<file path="src/rtl/cpu_mem_unit_pkg.sv">
// Shared encodings for the CPU memory-access stage: address/data source selects
// and the bus handshake state machine states.
package cpu_mem_unit_pkg;

    localparam logic [1:0] READ_FROM_PC  = 2'd0;
    localparam logic [1:0] READ_FROM_A   = 2'd1;
    localparam logic [1:0] READ_FROM_ALU = 2'd2;

    localparam logic WRITE_FROM_ALU = 1'b0;
    localparam logic WRITE_FROM_RES = 1'b1;

    typedef enum logic [1:0] {
        ST_IDLE  = 2'd0,
        ST_WAIT  = 2'd1,
        ST_ERROR = 2'd2
    } state_t;

endpackage

</file>
<file path="src/rtl/cpu_mem_unit.sv">
// Memory access stage: muxes bus address/write data, runs a ready handshake with
// wait states and timeout, and owns the opcode and memValue registers.
module cpu_mem_unit
    import cpu_mem_unit_pkg::*;
#(
    parameter int TIMEOUT = 15,
    parameter int CNT_W   = 4
) (
    input  logic        clk,
    input  logic        rst,
    input  logic [1:0]  memAddr,
    input  logic        we,
    input  logic        writeDataSource,
    input  logic        saveOpcode,
    input  logic        saveMem,
    input  logic [15:0] pc,
    input  logic [15:0] regA,
    input  logic [15:0] aluOut,
    input  logic [15:0] resultReg,
    output logic [15:0] busAddr,
    output logic [15:0] busWData,
    output logic        busRe,
    output logic        busWe,
    input  logic [15:0] busRData,
    input  logic        busReady,
    output logic [15:0] opcode,
    output logic [15:0] memValue,
    output logic        stall,
    output logic        busError
);

    localparam logic [CNT_W-1:0] L_TIMEOUT = CNT_W'(TIMEOUT);
    localparam logic [CNT_W-1:0] L_ONE     = CNT_W'(1);

    state_t           r_state, w_state_next;
    logic [CNT_W-1:0] r_cnt, w_cnt_next;
    logic [15:0]      r_hold_addr, r_hold_wdata;
    logic             r_hold_we, r_hold_save_op, r_hold_save_mem;
    logic [15:0]      r_opcode, r_mem_value;
    logic             r_bus_error;

    logic             w_req;
    logic [15:0]      w_sel_addr, w_sel_wdata;
    logic             w_bus_re, w_bus_we, w_stall;
    logic             w_cap_op, w_cap_mem, w_hold_load, w_enter_err;

    assign w_req = we | saveOpcode | saveMem;

    always_comb begin
        case (memAddr)
            READ_FROM_A:   w_sel_addr = regA;
            READ_FROM_ALU: w_sel_addr = aluOut;
            default:       w_sel_addr = pc;
        endcase
        w_sel_wdata = (writeDataSource == WRITE_FROM_RES) ? resultReg : aluOut;
    end

    always_comb begin
        w_state_next = r_state;
        w_cnt_next   = r_cnt;
        busAddr      = w_sel_addr;
        busWData     = w_sel_wdata;
        w_bus_re     = 1'b0;
        w_bus_we     = 1'b0;
        w_stall      = 1'b0;
        w_cap_op     = 1'b0;
        w_cap_mem    = 1'b0;
        w_hold_load  = 1'b0;
        w_enter_err  = 1'b0;
        case (r_state)
            ST_IDLE: begin
                w_bus_re = w_req & ~we;
                w_bus_we = we;
                if (w_req) begin
                    if (busReady) begin
                        w_cap_op  = saveOpcode & ~we;
                        w_cap_mem = saveMem & ~we;
                    end else begin
                        w_stall      = 1'b1;
                        w_hold_load  = 1'b1;
                        w_cnt_next   = L_ONE;
                        w_state_next = ST_WAIT;
                    end
                end
            end
            ST_WAIT: begin
                // Bus is frozen on the held request; live CPU inputs are ignored.
                busAddr  = r_hold_addr;
                busWData = r_hold_wdata;
                w_bus_re = ~r_hold_we;
                w_bus_we = r_hold_we;
                if (busReady) begin
                    w_cap_op     = r_hold_save_op;
                    w_cap_mem    = r_hold_save_mem;
                    w_cnt_next   = '0;
                    w_state_next = ST_IDLE;
                end else if (r_cnt == L_TIMEOUT) begin
                    w_stall      = 1'b1;
                    w_enter_err  = 1'b1;
                    w_state_next = ST_ERROR;
                end else begin
                    w_stall    = 1'b1;
                    w_cnt_next = r_cnt + L_ONE;
                end
            end
            default: begin
                busAddr  = r_hold_addr;
                busWData = r_hold_wdata;
                w_stall  = 1'b1;
            end
        endcase
    end

    always_ff @(posedge clk) begin
        if (rst) begin
            r_state         <= ST_IDLE;
            r_cnt           <= '0;
            r_hold_addr     <= '0;
            r_hold_wdata    <= '0;
            r_hold_we       <= 1'b0;
            r_hold_save_op  <= 1'b0;
            r_hold_save_mem <= 1'b0;
            r_opcode        <= '0;
            r_mem_value     <= '0;
            r_bus_error     <= 1'b0;
        end else begin
            r_state <= w_state_next;
            r_cnt   <= w_cnt_next;
            if (w_hold_load) begin
                // Read flags are dropped when a write is requested alongside them.
                r_hold_addr     <= w_sel_addr;
                r_hold_wdata    <= w_sel_wdata;
                r_hold_we       <= we;
                r_hold_save_op  <= saveOpcode & ~we;
                r_hold_save_mem <= saveMem & ~we;
            end
            if (w_cap_op) begin
                r_opcode <= busRData;
            end
            if (w_cap_mem) begin
                r_mem_value <= busRData;
            end
            if (w_enter_err) begin
                r_bus_error <= 1'b1;
            end
        end
    end

    assign busRe    = w_bus_re & ~rst;
    assign busWe    = w_bus_we & ~rst;
    assign stall    = w_stall & ~rst;
    assign opcode   = r_opcode;
    assign memValue = r_mem_value;
    assign busError = r_bus_error;

endmodule

</file>
<file path="config.mk">
export PLATFORM = sky130hd
export DESIGN_NAME = cpu_mem_unit
export DESIGN_NICKNAME = d
export VERILOG_FILES = /design/src/rtl/cpu_mem_unit_pkg.sv /design/src/rtl/cpu_mem_unit.sv
export SDC_FILE = /design/constraint.sdc
export NUM_CORES = 1
export LEC_CHECK = 0
export CORE_ASPECT_RATIO = 0.8
export CORE_MARGIN = 3
export CORE_UTILIZATION = 31
export CTS_CLUSTER_SIZE = 28
export DETAILED_ROUTE_END_ITERATION = 8
export GPL_TIMING_DRIVEN = 0
export PLACE_DENSITY_LB_ADDON = 0.12
export RECOVER_POWER = 100
export SYNTH_ARGS = -nofsm -noshare
export SYNTH_HDL_FRONTEND = slang
export SYNTH_SLANG_ARGS = --single-unit
export TNS_END_PERCENT = 10
</file>
<file path="constraint.sdc">
create_clock -name clk -period 2.6 [get_ports clk]
set_input_delay 0.52 -clock clk [delete_from_list [all_inputs] [get_ports clk]]
set_output_delay 0.52 -clock clk [all_outputs]
set_load 0.01 [all_outputs]
</file>
Yosys cells after proc, flatten, opt, wreduce, memory -nomap -nowiden --
Cells that the tools add are included.
Storage, ports and cells: word-level logic and storage cells 65, output and inout bits 68, bits in registers 74
Cells by class: equal/unequal tests 8, bitwise operators 11, $add $sub $neg 1, reductions and logical operators 4, mux-type cells 31
Operators by type and width (number):
- $mux W16 | 3
- $pmux W16 S2 | 1
- $mux W4 | 4
- $mux W1 | 12
- $pmux W1 S2 | 5
- $mux W2 | 4
- $pmux W4 S2 | 1
- $reduce_and A4 Y1 | 2
- $and A1 B1 Y1 | 6
- $ne A3 B3 Y1 const B | 2
- $add A4 B1 Y4 const B | 1
- $eq A2 B1 Y1 const B | 2
- $eq A4 B4 Y1 const B | 1
- $ne A2 B2 Y1 const B | 2
- $pmux W2 S2 | 1
- $not A1 Y1 | 3
- $eq A2 B2 Y1 const B | 1
- $logic_not A2 Y1 | 1
- $or A1 B1 Y1 | 2
- $reduce_bool A2 Y1 | 1

Logic depth before layout (Yosys ltp) --
depth in word-level cells 5, gate-level depth with buffers 8

Least setup slack after synthesis --
OpenSTA, ideal clock, no wires.
path kind input-to-output, start point input memAddr[0], end point output busAddr[4], cell stages on the path 8, data required time 2080 ps, buffers on the path 2, arrival time 1736 ps, setup slack 344 ps, cell sequence inv_1 -> ha_1 -> clkbuf_1 -> clkbuf_1 -> a22oi_1 -> nor2_1 -> a21oi_1 -> o21ai_0
On the way: word-level cells in the longest chain between the ends 3
RTL lines:
- start: declaration | line cpu_mem_unit.sv:11 | input logic [1:0] memAddr,
- $eq A2 B2 Y1 or $eq A2 B1 Y1 (tied branches) | line cpu_mem_unit.sv:50 | case (memAddr)
- $pmux W16 S2 * | line cpu_mem_unit.sv:50
- $mux W16 * | line cpu_mem_unit.sv:70 | case (r_state)
- end: declaration | line cpu_mem_unit.sv:20 | output logic [15:0] busAddr,
Every way passes the cells marked *; elsewhere a longest branch is shown, timed or not.

Worst setup path after layout --
start point input rst, end point output busWe
On the way: word-level cells in the longest chain between the ends 2
RTL lines:
- start: declaration | line cpu_mem_unit.sv:10 | input logic rst,
- $not A1 Y1 | line cpu_mem_unit.sv:150 | assign busWe = w_bus_we & ~rst;
- $and A1 B1 Y1 | line cpu_mem_unit.sv:150
- end: declaration | line cpu_mem_unit.sv:23 | output logic busWe,
Every way passes these cells.

==> results.md <==
- The run finished with clean final reports.
- The synthesized design contains 74 register bits.
- The number of clock buffers added by TritonCTS is 9.
- The number of distinct library cell variants in the gate-level netlist after synthesis is 33.
- sky130_fd_sc_hd__dfxtp_1 takes more of the synthesized area than any other cell.
- The quantity of I/O buffers inserted on ports is 154.
- Wires add up to 12,700 um.
- In the final routed layout, each cell accounts on average for 17.0 um.
- After legalization and detailed placement, the total HPWL measured 9740 um.
- The total iterations of the first detailed-routing run is 4.
- The total chip power is 0.00316 W.
- At the later pin of the worst-skew pair, clock insertion delay measures 0.33 ns.
- The number of buffers between clock root and the deepest sink is 2.
- The kind of path behind the tightest hold check is reg -> reg.
- After detailed routing, the number of remaining DRC violations is 0.
- Once the floorplan was initialized, standard cells occupied 32.4% of the core.
- For this run, the top clock speed supported by timing is 387 MHz.
- The combined flip-flop and latch cell area is 0.00148 mm2.
- The cell family contributing the most delay on the critical path is buffers and inverters.
- The power per unit of standard cell area is 541 mW/mm2.
- The first global-routing pass estimated 20,100 um of wire.
- TritonCTS built the clock tree.
- Measured against its own limit, the worst slew margin works out to 60.4%.
- The congestion estimate from routability-driven global placement came to 0.832.
- The number of antenna violations at the first check in global routing is 0.
- Dividing the detail-routed via count by the number of cells gives 5.01.
- The detail route stage leaves a number of antenna-violating nets equal to 0.
- The type of element capturing the critical path is an output pin.
- The synthesis warning total is 0.
- The mapped netlist covers 0.00360 mm2.
- The proportion of layout cells with a drive suffix above 1 is 15.7%.
- The boundary pin count is 157.
- The count of final max-slew check failures is 0.
- Sequential cells were found to cover 41.1% of the synthesized design area.
- The clock transition time at the flip-flop clock pins of the worst setup and hold paths is 0.06 ns.
- Across the routed clock network, the largest skew measured is 0.00454 ns.
- For the worst setup path, the data arrival time is 2.06 ns.
- The transition time of the tightest slew-check pin is 0.586 ns.
- The highest net fanout along the worst path is 15.
- The die outline area is 0.0130 mm2.
- The standby leakage power is 2.22 nW.
- The count of non-filler cells in the finished layout is 750.
- The standard cell with the maximum stage delay on the critical path is sky130_fd_sc_hd__clkdlybuf4s50_1.
- The global-route congestion overflow total is 0.
- The number of buffers inserted for hold repair after clock tree synthesis is 0.
- The cell total after placement is 728.
- The die boundary width is 127 um.
- The worst setup path is of the in -> out kind.
- Across the VDD grid, the largest voltage drop is 0.000288 V.
- After synthesis, the cell types taking the most area are sky130_fd_sc_hd__dfxtp_1, sky130_fd_sc_hd__mux2i_1, sky130_fd_sc_hd__nor2_1, sky130_fd_sc_hd__o21ai_0, sky130_fd_sc_hd__a22oi_1.
- Walking the worst path, the cells encountered are dlygate4sd2_1, clkbuf_2, nor3_1, clkdlybuf4s50_1.
- The total buffers and inverters traversed by the critical path is 3.
- The overall global routing resource usage is 19.6%.
- The buffer cell driving the clock tree root is sky130_fd_sc_hd__clkbuf_16.
- Across the run, the number of max-cap violations was 0.
- The final layout net count is 693.
- The number of antenna diodes is 0.
- After filler insertion, the fill cell instance count of the layout stands at 1,048.
- Setup repair after global routing could not meet its margin everywhere.
- Data on the critical path is required at its endpoint by 2.08 ns.
- The maximum number of pins on one net before global-route repair is 16.
- The multi-input combinational cells in the finished layout cover a total of 0.00205 mm2.
- The layout overhead on the synthesized area is 62.3%.
- After floorplanning, the core was sized to cover 0.0111 mm2.
- The critical path's largest stage delay is 0.57 ns.
- The via count of the first global-routing pass was 3,754.
- The clock tree synthesis step divided the H-tree into 3 levels.
- The site row count is 34.
- The initial detailed-routing violation count is 222.
- A synthesized cell averages 8.38 um2.
- The clock period could shrink to 2.58 ns.
- The total number of vias is 3,759.
- Synthesis produced a netlist with a net count of 522.
- The number of sinks handled by clock tree synthesis is 74.
- The hold violation count in the final report is 0.
- The share of the synthesized area in the top cell type is 41.1%.
- The floorplan step set the die height to 102 um.
- The worst setup path is launched from an input pin.
- Setup violations remaining at the end of the flow were counted as 0.
- After technology mapping, the gate count stands at 430.
- The worst path uses 99.3% of the clock period.
## layer usage
| layer | vias up | share of wire [%] | global-route usage, % |
|---|---|---|---|
| met4 | 0 | 1.6 | 6.27 |
| li1 | 1865 | - | - |
| met2 | 101 | 46 | 31.4 |
| met1 | 1778 | 48 | 26.6 |
| met5 | - | 0 | 0 |
| met3 | 15 | 4.3 | 4.18 |
## path summary, 6_finish.rpt
check              from             end  slack (ns)  cells after the start
min reg2reg    busError        busError        0.48                      2
min            busError        busError        0.48                      2
max reg2reg  r_state[0]  r_hold_addr[7]        0.69                      6
max                 rst           busWe        0.02                      4
## worst reg2reg max path: cells and delay by family (launching register included)
kind,cells,cell delay [ns]
AOI/OAI and AO/OA,1,0.11
buffers and inverters,3,0.75
DFF,1,0.30
and+or+nand+nor,2,0.62
## layout by cell type (no fill, tap or decap), drive strengths merged
master / count
clkbuf: 34
nand2b: 18
nor4b: 1
and4: 1
nor3: 5
dfxtp: 74
a22oi: 18
mux2i: 49
dlymetal6s2s: 8
nand2: 36
a21oi: 23
a221oi: 1
a311oi: 1
clkdlybuf4s15: 6
a221o: 1
or3b: 2
or3: 2
ha: 3
nand4b: 1
o22ai: 16
nand3: 1
inv: 4
or2: 1
nor2: 77
a211oi: 17
o21ai: 38
a41oi: 1
clkdlybuf4s50: 117
a31oi: 1
clkinvlp: 4
nor3b: 2
dlygate4sd2: 15
buf: 28
## report_power, final
part | internal, W | total [W] | leakage [nW] | switching (W)
combinational | 0.000393 | 0.000763 | 1.49 | 0.000369
clock | 0.000676 | 0.00117 | 0.124 | 0.000496
sequential | 0.00120 | 0.00123 | 0.605 | 0.0000320
## stage by stage
stage	hold slack (ns)	setup WS [ns]	area (um2)	setup TNS, ns	utilization, %
2_1_floorplan	0.460	0.344	3600	0	-
3_3_place_gp	0.462	-0.870	5320	-14.89	47.9
3_5_place_dp	0.472	-0.910	5320	-15.70	47.9
4_1_cts	0.488	-0.162	5800	-0.757	52.2
5_1_grt	0.516	-0.112	5850	-0.407	52.7
6_report	0.480	0.0180	5850	0	52.7
## sequential cells by signal, summed over array words and instances, names as in the netlist
register,flops
busError,1
memValue,16
opcode,16
r_cnt,4
r_hold_addr,16
r_hold_save_mem,1
r_hold_save_op,1
r_hold_wdata,16
r_hold_we,1
r_state,2
## synthesized netlist by cell type, drive strengths merged
| library cell | instances |
|---|---|
| a221o | 1 |
| or3b | 2 |
| nand2b | 18 |
| a31oi | 1 |
| or2 | 1 |
| a311oi | 1 |
| nor4b | 1 |
| nand4b | 1 |
| a21oi | 23 |
| a41oi | 1 |
| mux2i | 49 |
| nor2 | 77 |
| a22oi | 18 |
| a221oi | 1 |
| or3 | 2 |
| a211oi | 17 |
| nor3 | 5 |
| and4 | 1 |
| nor3b | 2 |
| buf | 11 |
| nand3 | 1 |
| dfxtp | 74 |
| o21ai | 38 |
| nand2 | 36 |
| inv | 3 |
| ha | 3 |
| o22ai | 16 |
| clkbuf | 26 |
## timing repair
| action | CTS | global route |
|---|---|---|
| setup endpoints to repair | 35 | 23 |
| gates resized for setup | 128 | 13 |
| setup buffers | 8 | 1 |
## cell type report
| type | count | area share [%] |
|---|---|---|
| sequential | 74 | 25.3 |
| inverter | 3 | 0.193 |
| clock buffer | 11 | 4.15 |
| buffer | 34 | 4.47 |
| tap | 144 | 3.08 |
| timing repair buffer | 163 | 27.0 |
| multi-input combinational | 316 | 35.1 |
| clock inverter | 5 | 0.663 |
## cells by family (layout without fill, tap and decap cells)
kind of cell | after synthesis | after routing | synth area share (%)
adder cells (fa/ha/maj) | 3 | 3 | 1.04
AND/OR/NAND/NOR | 147 | 147 | 18.3
flip-flops | 74 | 74 | 41.1
AO/OA/AOI/OAI | 117 | 117 | 20.4
multiplexers | 49 | 49 | 13.6
buffers and inverters | 40 | 216 | 5.56
No activity file was read; power rests on OpenSTA's default activity.
